**config.mk**
```make
export PLATFORM = sky130hd
export DESIGN_NAME = serial_mag_cmp_ctrl
export DESIGN_NICKNAME = d
export VERILOG_FILES = /design/src/rtl/serial_mag_cmp_ctrl.sv
export SDC_FILE = /design/constraint.sdc
export NUM_CORES = 1
export LEC_CHECK = 0
export CORE_ASPECT_RATIO = 1.75
export CORE_MARGIN = 2
export CORE_UTILIZATION = 30
export DETAILED_ROUTE_END_ITERATION = 10
export GPL_TIMING_DRIVEN = 0
export SLEW_MARGIN = 40
export SYNTH_ARGS = -nofsm -noshare
export SYNTH_HDL_FRONTEND = slang
export SYNTH_SLANG_ARGS = --single-unit
```
**constraint.sdc**
```tcl
create_clock -name clk -period 2.72 [get_ports clk]
set_input_delay 0.544 -clock clk [delete_from_list [all_inputs] [get_ports clk]]
set_output_delay 0.544 -clock clk [all_outputs]
set_load 0.1 [all_outputs]
```
**src/rtl/serial_mag_cmp_ctrl.sv**
```systemverilog
// serial_mag_cmp_ctrl: bit-serial unsigned magnitude comparator controller.
//   Compares two K-bit operands MSB first, one bit per cycle, stopping at the
//   first differing bit. Gives a start/busy/done handshake to the datapath.
// Latency: start to done is (bits examined)+1 cycles, i.e. 2 .. K+1 cycles.
// Backpressure: none; start is only sampled in IDLE and is never queued,
//   abort cancels a comparison in RUN without touching the held results.
//
// Ports:
//   clk, rst_n      : clock, asynchronous active-low reset
//   start           : comparison request, sampled in IDLE only
//   abort           : synchronous cancel, effective in RUN only
//   a, b            : K-bit unsigned operands, captured on accepted start
//   busy            : high whenever the controller is not IDLE
//   done            : one-cycle pulse, result outputs were just updated
//   gt, eq, lt      : registered one-hot result of the last completed compare
//   cycles          : bit positions examined by the last completed compare

module serial_mag_cmp_ctrl #(
  parameter int K  = 8,
  parameter int CW = $clog2(K + 1)
) (
  input  logic          clk,
  input  logic          rst_n,
  input  logic          start,
  input  logic          abort,
  input  logic [K-1:0]  a,
  input  logic [K-1:0]  b,
  output logic          busy,
  output logic          done,
  output logic          gt,
  output logic          eq,
  output logic          lt,
  output logic [CW-1:0] cycles
);

  // Bit index width; a 1-bit operand still needs a 1-bit index register.
  localparam int IW = (K > 1) ? $clog2(K) : 1;

  localparam logic [IW-1:0] IDX_MSB = IW'(K - 1);
  localparam logic [IW-1:0] IDX_ONE = IW'(1);
  localparam logic [CW-1:0] K_CW    = CW'(K);

  typedef enum logic [1:0] {
    IDLE = 2'd0,
    RUN  = 2'd1,
    DONE = 2'd2
  } state_t;

  state_t        state_q,  state_d;
  logic [K-1:0]  op_a_q,   op_a_d;
  logic [K-1:0]  op_b_q,   op_b_d;
  logic [IW-1:0] idx_q,    idx_d;
  logic          busy_q,   busy_d;
  logic          done_q,   done_d;
  logic          gt_q,     gt_d;
  logic          eq_q,     eq_d;
  logic          lt_q,     lt_d;
  logic [CW-1:0] cycles_q, cycles_d;

  // The single-bit compare slice: the bit pair currently under examination.
  logic bit_a;
  logic bit_b;

  always_comb begin
    bit_a = op_a_q[idx_q];
    bit_b = op_b_q[idx_q];
  end

  // Next-state and next-result logic. Results only change on RUN->DONE, so
  // every other path simply holds them.
  always_comb begin
    state_d  = state_q;
    op_a_d   = op_a_q;
    op_b_d   = op_b_q;
    idx_d    = idx_q;
    gt_d     = gt_q;
    eq_d     = eq_q;
    lt_d     = lt_q;
    cycles_d = cycles_q;

    case (state_q)
      IDLE: begin
        if (start) begin
          op_a_d  = a;
          op_b_d  = b;
          idx_d   = IDX_MSB;
          state_d = RUN;
        end
      end

      RUN: begin
        // abort takes priority over a decision made in the same cycle
        if (abort) begin
          state_d = IDLE;
        end else if (bit_a != bit_b) begin
          // Operands differ at idx: the larger one has the 1 here.
          gt_d     = bit_a;
          lt_d     = bit_b;
          eq_d     = 1'b0;
          cycles_d = K_CW - CW'(idx_q);
          state_d  = DONE;
        end else if (idx_q == '0) begin
          // Every bit matched down to the LSB.
          gt_d     = 1'b0;
          lt_d     = 1'b0;
          eq_d     = 1'b1;
          cycles_d = K_CW;
          state_d  = DONE;
        end else begin
          idx_d = idx_q - IDX_ONE;
        end
      end

      DONE: begin
        state_d = IDLE;
      end

      default: begin
        state_d = IDLE;
      end
    endcase

    // Handshake outputs are registered from the next state so they line up
    // with the state they describe.
    busy_d = (state_d != IDLE);
    done_d = (state_d == DONE);
  end

  always_ff @(posedge clk or negedge rst_n) begin
    if (!rst_n) begin
      state_q  <= IDLE;
      op_a_q   <= '0;
      op_b_q   <= '0;
      idx_q    <= '0;
      busy_q   <= 1'b0;
      done_q   <= 1'b0;
      gt_q     <= 1'b0;
      eq_q     <= 1'b0;
      lt_q     <= 1'b0;
      cycles_q <= '0;
    end else begin
      state_q  <= state_d;
      op_a_q   <= op_a_d;
      op_b_q   <= op_b_d;
      idx_q    <= idx_d;
      busy_q   <= busy_d;
      done_q   <= done_d;
      gt_q     <= gt_d;
      eq_q     <= eq_d;
      lt_q     <= lt_d;
      cycles_q <= cycles_d;
    end
  end

  assign busy   = busy_q;
  assign done   = done_q;
  assign gt     = gt_q;
  assign eq     = eq_q;
  assign lt     = lt_q;
  assign cycles = cycles_q;

endmodule

```
Word-level counts from Yosys, hierarchy flattened. Index checks and enable logic that the tools add are counted.

Equal/unequal tests: 7. Magnitude comparators: 1. Muxes and demuxes: 21. $add $sub $neg: 2. Bitwise operators: 1. Reduce and logical (&&, ||, !) cells: 8.

Operators by type and width (count): two-way mux 3 bit (4); two-way mux 2 bit (4); two-way mux 4 bit (2); inequality test 2 bit, second input constant (4); two-way mux 1 bit (7); binary-select mux 1 bit (select 3 bit) (2); case mux 3 bit (2 select lines) (1); nonzero test 2 bit (3); AND reduction 5 bit (1); less-than comparator 3 x 4 -> 1 bit, second input constant (1); case mux 2 bit (2 select lines) (1); subtractor 4 x 3 -> 4 bit, first input constant (1); zero test 3 bit (1); AND reduction 3 bit (1); subtractor 3 x 1 -> 3 bit, second input constant (1); equality test 2 x 1 -> 1 bit, second input constant (1); equality test 2 bit, second input constant (1); zero test 2 bit (1); AND reduction 2 bit (1); inequality test 1 bit (1); NOT 1 bit (1).

Bits of input ports: 20. Output and inout bits: 9. Bits in registers: 30.

Logic depth before layout (Yosys ltp). Gate-level depths: netlist of the first run.

Depth after elaboration: 7. Mapped depth: 10. Depth with buffers taken out: 8.

Least setup slack after synthesis of the first run. OpenSTA, ideal clock, no wires.

Path kind: register -> register. Start: reg idx_q[0]. End: reg gt_q (netlist: gt). Cell stages (with the launch flop): 11. Arrival: 2404 ps. Required time: 2592 ps. Slack: 188 ps. Library setup time: 128 ps. Cell sequence: dfrtp_1 -> buf_2 -> mux4_2 -> nand2_1 -> and2_1 -> ha_1 -> nor2b_1 -> or3_1 -> buf_2 -> inv_2 -> mux2_1.

Cells in the longest elaborated chain, start to end: 5. Elaborated cells between the ends (all ways): 9.

Ends and longest elaborated chain: from (decl) (RTL line 52) `logic [IW-1:0] idx_q, idx_d;`; from (signal assigned) (RTL line 145) `idx_q <= idx_d;`; binary-select mux 1 bit (select 3 bit), on equally long branches (RTL line 65, 66); two-way mux 1 bit, on equally long branches (RTL line 65, 66); inequality test 1 bit (RTL line 95) `end else if (bit_a != bit_b) begin`; nonzero test 2 bit (no line); AND reduction 3 bit (no line); to (signal assigned) (RTL line 148) `gt_q <= gt_d;`; to (decl) (RTL line 55) `logic gt_q, gt_d;`.

Parallel ways exist; a longest one is shown, timed or not. The select of a mux whose other input is x is not followed. A chain may end at the register's enable or synchronous reset.

Worst setup path in the final report of the first run.
Start: reg idx_q[0]. End: reg lt_q (netlist: lt).

Cells in the longest elaborated chain, start to end: 5. Elaborated cells between the ends (all ways): 9.

Ends and longest elaborated chain: binary-select mux 1 bit (select 3 bit), on equally long branches (RTL line 65, 66); two-way mux 1 bit, on equally long branches (RTL line 65, 66); inequality test 1 bit (RTL line 95); nonzero test 2 bit (no line); AND reduction 3 bit (no line); to (signal assigned) (RTL line 150) `lt_q <= lt_d;`; to (decl) (RTL line 57) `logic lt_q, lt_d;`.

Parallel ways exist; a longest one is shown, timed or not. The select of a mux whose other input is x is not followed.

==> reports/metrics.yaml, run 1 <==
clocking:
  cts_buffers: 5
  clkLatencyLatePin_ps: 280
  cts_sinks: 30
  clkTransAtPathRegs_ps: 70
  cts_tree: "built"
  cts_root_buf: "clkbuf_8"
  post_cts_buffers: 0
  h-tree-depth: 2
  cts_buffer_depth: 2
timing:
  finalCritPeriodShare: 0.9465
  hold_viol: 0
  slew_viol_final: 0
  skew_ps: 7.077
  timing.fmax_mhz: 388.4
  fin_crit_ps: 2575
  tightest_slew_ps: 660.8
  slew_headroom: 0.5595
  holdWs_ps: 290.4
  finalSetupTns_ps: 0
  setup_violations: 0
synth:
  ys_types: 25
  avgSynthCellArea_sq_um: 13.26
  synth-seq-area-share: 0.5391
  syn-num-nets: 130
  ys_ff_latch: 30
  syn_inst: 105
  synth_area_sq_mm: 0.001393
  yosys_warnings: 0
final_layout:
  num-fill-cells: 437
  mostFrequentLayoutCell: "dfrtp_1"
  drive_above_1_share: 0.2624
  nets: 165
  diodes: 0
  final_cell_mix: "30 x dfrtp_1, 18 x clkdlybuf4s50_1, 12 x mux2_1"
  area_delta_synth_final_pct: 31.00
drt:
  wl_per_cell_microns: 13.72
  via_count: 927
  drt-initial-drc-count: 7
  routed_wl_microns: 2634
  drt_pre_antenna_iters: 4
  drc_errors: 0
  post_drt_via_cell_ratio: 4.828
  antenna_left: 0
placed_design:
  place_congestion: 0.8179
  portBuffers: 28
  hpwl_microns: 1987
run_status:
  status: "finished, final reports clean"
floorplan:
  num_rows: 32
  dieArea_sq_mm: 0.005224
  io_pins: 29
  core_area_sq_mm: 0.004444
  fp.dieW_microns: 55.50
  die_h_microns: 94.13
  start_util: 0.3133
power_and_ir_drop:
  total_power_mw: 2.444
  p_per_area_mw_per_mm2: 1339
  ir_drop_mv: 0.7394
  leakage_nw: 0.8357
global_routing:
  grt_overflow_total: 0
  grt_antenna_before_repair: 0
  grt_pass1_wl_microns: 4609
  grt_max_degree: 31
  grt.total_usage: 0.1172
  grt_pass1_vias: 1048
setup_path:
  cp.arrival_ps: 2740
  cp.required_ps: 2890
  criticalPathCategory: "register to register"
  path_max_fanout: 7
  crit_path_end_kind: "register"
  start_kind: "register"
job:
  maxCapViolCount: 0
min_path:
  hp-class: "primary input to asynchronous set/reset pin"
[cells in the mapped netlist]
library cell	count	area [sq um]
a211oi_1	6	45.04
inv_1	7	26.28
nor3_1	3	15.01
nand2_1	7	26.28
mux4_2	4	90.09
nand2b_1	3	18.77
a21oi_1	3	15.01
mux2_2	6	67.56
and4bb_1	1	12.51
nand3_1	1	5.000
nand4bb_1	1	11.26
a22o_1	3	26.28
a2bb2oi_1	1	8.760
inv_2	1	3.750
ha_1	5	62.56
nor2b_1	1	6.260
buf_2	3	15.01
nor4_1	1	6.260
o21bai_1	1	7.510
buf_4	1	7.510
and2_1	2	12.51
dfrtp_1	30	750.7
nor2_4	1	11.26
or3_1	1	6.260
mux2_1	12	135.1
[state kept, by name, indices dropped and copies added, names as in the netlist]
| name | count |
|---|---|
| busy | 1 |
| cycles | 4 |
| done | 1 |
| eq | 1 |
| gt | 1 |
| idx_q | 3 |
| lt | 1 |
| op_a_q | 8 |
| op_b_q | 8 |
| state_q | 2 |
[layer usage]
metal,GRT usage,share of wire,vias up
li1,-,-,442
met1,0.1089,0.37,452
met2,0.2192,0.55,26
met3,0.03581,0.055,7
met4,0.06911,0.024,0
met5,0,0,-
[per-stage QoR]
stage               instances    util  instance area, sq um  setup WS, ps
floorplan                 105       -                  1393         187.6
global placement          184  0.3908                  1737        -33.90
detailed placement        184  0.3795                  1687        -40.45
CTS                       192  0.4046                  1798         14.35
global route              192  0.4105                  1824        -6.485
finish                    192  0.4105                  1824         145.5
[critical path: stages, from the launching register on]
cell and delay (ps):
dfrtp_1 340, buf_6 140, mux4_2 520, nand2_2 90, and2_4 150, ha_4 210
nor2b_1 120, or3_1 330, buf_4 170, inv_4 60, mux2_1 310
[timing repair]
| action | 4_1_cts | 5_1_grt |
|---|---|---|
| gates cloned | 0 | 0 |
| resized for setup | 1 | 7 |
| endpoints found under the setup margin | 2 | 2 |
| hold buffers | 0 | 0 |
[where the power goes]
part,switching [mW],internal (mW),leakage (nW)
clock network,0.167,0.269,0.0579
registers,0.102,0.652,0.355
logic,0.788,0.465,0.423
total,1.06,1.39,0.836
[cell families after synthesis]
| family | synth area share |
|---|---|
| flip-flops | 0.5391 |
| multiplexers | 0.2102 |
| AND/OR/NAND/NOR | 0.09434 |
| AO/OA/AOI/OAI | 0.07368 |
| buffers and inverters | 0.03774 |
| adder cells (fa/ha/maj) | 0.04492 |
[worst paths after layout]
path                       startpoint         end  slack (ps)  cells past startpoint
setup / recovery             idx_q[0]          lt         150                     10
hold / removal                  rst_n    idx_q[1]         290                      1
setup reg to reg             idx_q[0]          lt         150                     10
hold reg to reg             op_a_q[5]   op_a_q[5]         480                      1
max in group asynchronous       rst_n  state_q[0]        2000                      1
min in group clk            op_a_q[5]   op_a_q[5]         480                      1
[area by class of cell]
class | instances | area, sq um | area share
multi-input combinational | 63 | 606.8 | 0.3326
inverter | 8 | 32.53 | 0.01783
timing repair buffer | 28 | 230.2 | 0.1262
clock buffer | 5 | 68.82 | 0.03772
tap | 51 | 63.81 | 0.03498
clock inverter | 3 | 40.04 | 0.02195
buffer | 4 | 31.28 | 0.01715
sequential | 30 | 750.7 | 0.4115
(Power assumes the default switching activity.)
==> run 2, diff against run 1 <==
--- a/config.mk
+++ b/config.mk
@@ -5,11 +5,13 @@
 export SDC_FILE = /design/constraint.sdc
 export NUM_CORES = 1
 export LEC_CHECK = 0
+export ABC_CLOCK_PERIOD_IN_PS = 2720
 export CORE_ASPECT_RATIO = 1.75
 export CORE_MARGIN = 2
-export CORE_UTILIZATION = 30
+export CORE_UTILIZATION = 45
 export DETAILED_ROUTE_END_ITERATION = 10
 export GPL_TIMING_DRIVEN = 0
+export PLACE_DENSITY = 0.74
 export SLEW_MARGIN = 40
 export SYNTH_ARGS = -nofsm -noshare
 export SYNTH_HDL_FRONTEND = slang
==> run 2 against run 1 <==
  * Die area decreased by 32%
  * Global-route usage increased by 7.4 points
  * Fmax increased by 0.30%
  * Flip-flop and latch count unchanged
  * Sequential share of layout area increased by 1.6 points
  * Combinational power about the same
  * Design area decreased by 3.6%
  * First-iteration DRC count increased to 2.7 times the previous value
  * Highest routed layer unchanged
==> reports/metrics.yaml, run 2 (synthesis results as in run 1) <==
final_layout:
  final_cell_mix: "30 x dfrtp_1, 18 x clkdlybuf4s50_1, 12 x buf_2, 12 x mux2_1"
  nets: 165  # unchanged
  fin_util: 0.6004  # +0.1900
  drive_above_1_share: 0.2357  # -0.02670
  final_area_sq_mm: 0.001758  # -3.6%
  mostFrequentLayoutCell: "dfrtp_1"
  area_delta_synth_final_pct: 26.24
  diodes: 0  # unchanged
  final_cells: 168  # -13%
setup_path:
  crit_path_end_kind: "register"
  crit_slowest_cell: "mux4_2"
  path_max_fanout: 7  # unchanged
  cp.required_ps: 2880  # about the same
  reg2reg_to: "lt"
  criticalPathCategory: "register to register"
  r2r-start: "idx_q[0]"
  r2r_setup_slack_ps: 150  # about the same
  ff2ff_path_depth: 10  # unchanged
  start_kind: "register"
  path_cells: "buf_6 -> mux4_2 -> nand2_1 -> and2_4 -> ha_4 -> nor2b_1 -> or3_1 -> buf_2 -> inv_4 -> mux2_1"
  cp.arrival_ps: 2730  # about the same
  max_stage_delay_ps: 500  # -20 ps
global_routing:
  grt_max_degree: 31  # unchanged
  grt.total_usage: 0.1911  # +0.07392
  grt_pass1_vias: 1069  # +2.0%
  grt_overflow_total: 0  # unchanged
  grt_antenna_before_repair: 0  # unchanged
  grt_pass1_wl_microns: 4857  # +5.4%
drt:
  post_drt_via_cell_ratio: 5.631  # +17%
  via_count: 946  # +2.0%
  antenna_left: 0  # unchanged
  drt_pre_antenna_iters: 3  # -1
  drc_errors: 0  # unchanged
  drt-initial-drc-count: 19  # +12
  wl_per_cell_microns: 15.32  # +12%
  routed_wl_microns: 2574  # -2.3%
floorplan:
  die_h_microns: 77.59  # -18%
  io_pins: 29  # unchanged
  dieArea_sq_mm: 0.003573  # -32%
  num_rows: 26  # -19%
  start_util: 0.4756  # +0.1623
  core_area_sq_mm: 0.002928  # -34%
  fp.dieW_microns: 46.05  # -17%
min_path:
  hp-class: "primary input to asynchronous set/reset pin"
clocking:
  hold_buffers: 0  # unchanged
  clkLatencyLatePin_ps: 280  # about the same
  cts_buffers: 5  # unchanged
  cts_tree: "built"
  post_cts_buffers: 0  # unchanged
  cts_root_buf: "clkbuf_8"
  cts_sinks: 30  # unchanged
  h-tree-depth: 2  # unchanged
  clkTransAtPathRegs_ps: 50  # -20 ps
  cts_buffer_depth: 2  # unchanged
timing:
  setup_violations: 0  # unchanged
  timing.fmax_mhz: 389.6  # +0.30%
  slew_viol_final: 0  # unchanged
  slew_headroom: 0.5665  # +0.007075
  finalCritPeriodShare: 0.9437  # -0.002800
  fin_crit_ps: 2567  # -7.617 ps
  tightest_slew_ps: 650.2  # -10.61 ps
  rsz0062_at_grt: "false"
  finalSetupTns_ps: 0  # unchanged
  skew_ps: 8.061  # +0.9840 ps
  hold_viol: 0  # unchanged
placed_design:
  place_area_sq_mm: 0.001658  # -1.7%
  hpwl_microns: 1962  # -1.3%
  place_congestion: 0.8143  # -0.44%
  dp_cells: 161  # -13%
  portBuffers: 28  # unchanged
power_and_ir_drop:
  leakage_nw: 0.8137  # -2.6%
  ir_drop_mv: 0.6206  # -16%
  p_per_area_mw_per_mm2: 1327  # -0.91%
run_status:
  status: "finished, final reports clean"
job:
  maxCapViolCount: 0  # unchanged
-- run 2: cell count changes in the layout (fill, tap and decap cells not counted) --
| cell | change |
|---|---|
| buf_2 | +1 |
| nand2_1 | +1 |
| bufinv_16 | -1 |
| buf_4 | -1 |
| nand2_2 | -1 |
| clkinv_2 | -2 |
| clkbuf_1 | +2 |
-- run 2: layout make-up --
type | instances | area (sq um)
inverter | 8 | 32.53
sequential | 30 | 750.7
buffer | 4 | 28.78
multi-input combinational | 63 | 604.3
fill | 251 | 1170
clock buffer | 7 | 76.32
timing repair buffer | 28 | 230.2
tap | 28 | 35.03
-- run 2: power by group --
| part | internal, mW | switching [mW] | total (mW) |
|---|---|---|---|
| combinational | 0.463 | 0.790 | 1.25 |
| clock | 0.175 | 0.151 | 0.327 |
| sequential | 0.653 | 0.101 | 0.753 |
-- run 2: worst max-delay path by stage --
| stage | startpoint | endpoint | slack [ps] | cells after the start |
|---|---|---|---|---|
| after floorplan | idx_q[0] | gt | 190 | 10 |
| after global placement | idx_q[0] | gt | 9 | 10 |
| after detailed placement | idx_q[0] | lt | -10 | 10 |
| after CTS | idx_q[0] | lt | 50 | 10 |
| after global routing | idx_q[0] | lt | 20 | 10 |
| final | idx_q[0] | lt | 150 | 10 |
-- run 2: timing repair --
action	in CTS	in global routing
pin swaps	0	0
resized for setup	1	4
endpoints found under the setup margin	2	2
-- run 2: layer usage --
layer,track usage,vias to the layer above,wire length (microns)
li1,-,446,-
met1,0.2145,469,951
met2,0.3042,26,1420
met3,0.06279,5,125
met4,0.1029,0,76
met5,0,-,0
-- run 2: worst max-delay path: cells and delay by family (launching register included) --
family,cells,cell delay (ps)
adder cells (fa/ha/maj),1,210
buffers and inverters,3,390
flip-flops,1,340
multiplexers,2,810
AND/OR/NAND/NOR,4,710
-- run 2: through the flow --
step | setup slack, ps | hold slack, ps | total power, mW
2_1_floorplan | 187.6 | 248.4 | 1.707
3_3_place_gp | 9.312 | 462.8 | 1.968
3_5_place_dp | -14.08 | 469.1 | 1.957
4_1_cts | 46.36 | 307.1 | 2.293
5_1_grt | 18.22 | 332.1 | 2.513
6_report | 153.1 | 287.2 | 2.333
==> run 3, diff against run 2 <==
--- a/config.mk
+++ b/config.mk
@@ -6,6 +6,7 @@
 export NUM_CORES = 1
 export LEC_CHECK = 0
 export ABC_CLOCK_PERIOD_IN_PS = 2720
+export CAP_MARGIN = 15
 export CORE_ASPECT_RATIO = 1.75
 export CORE_MARGIN = 2
 export CORE_UTILIZATION = 45
==> results of run 3 <==
Same layout as run 2: the final DEF is identical, and so are final timing and power.
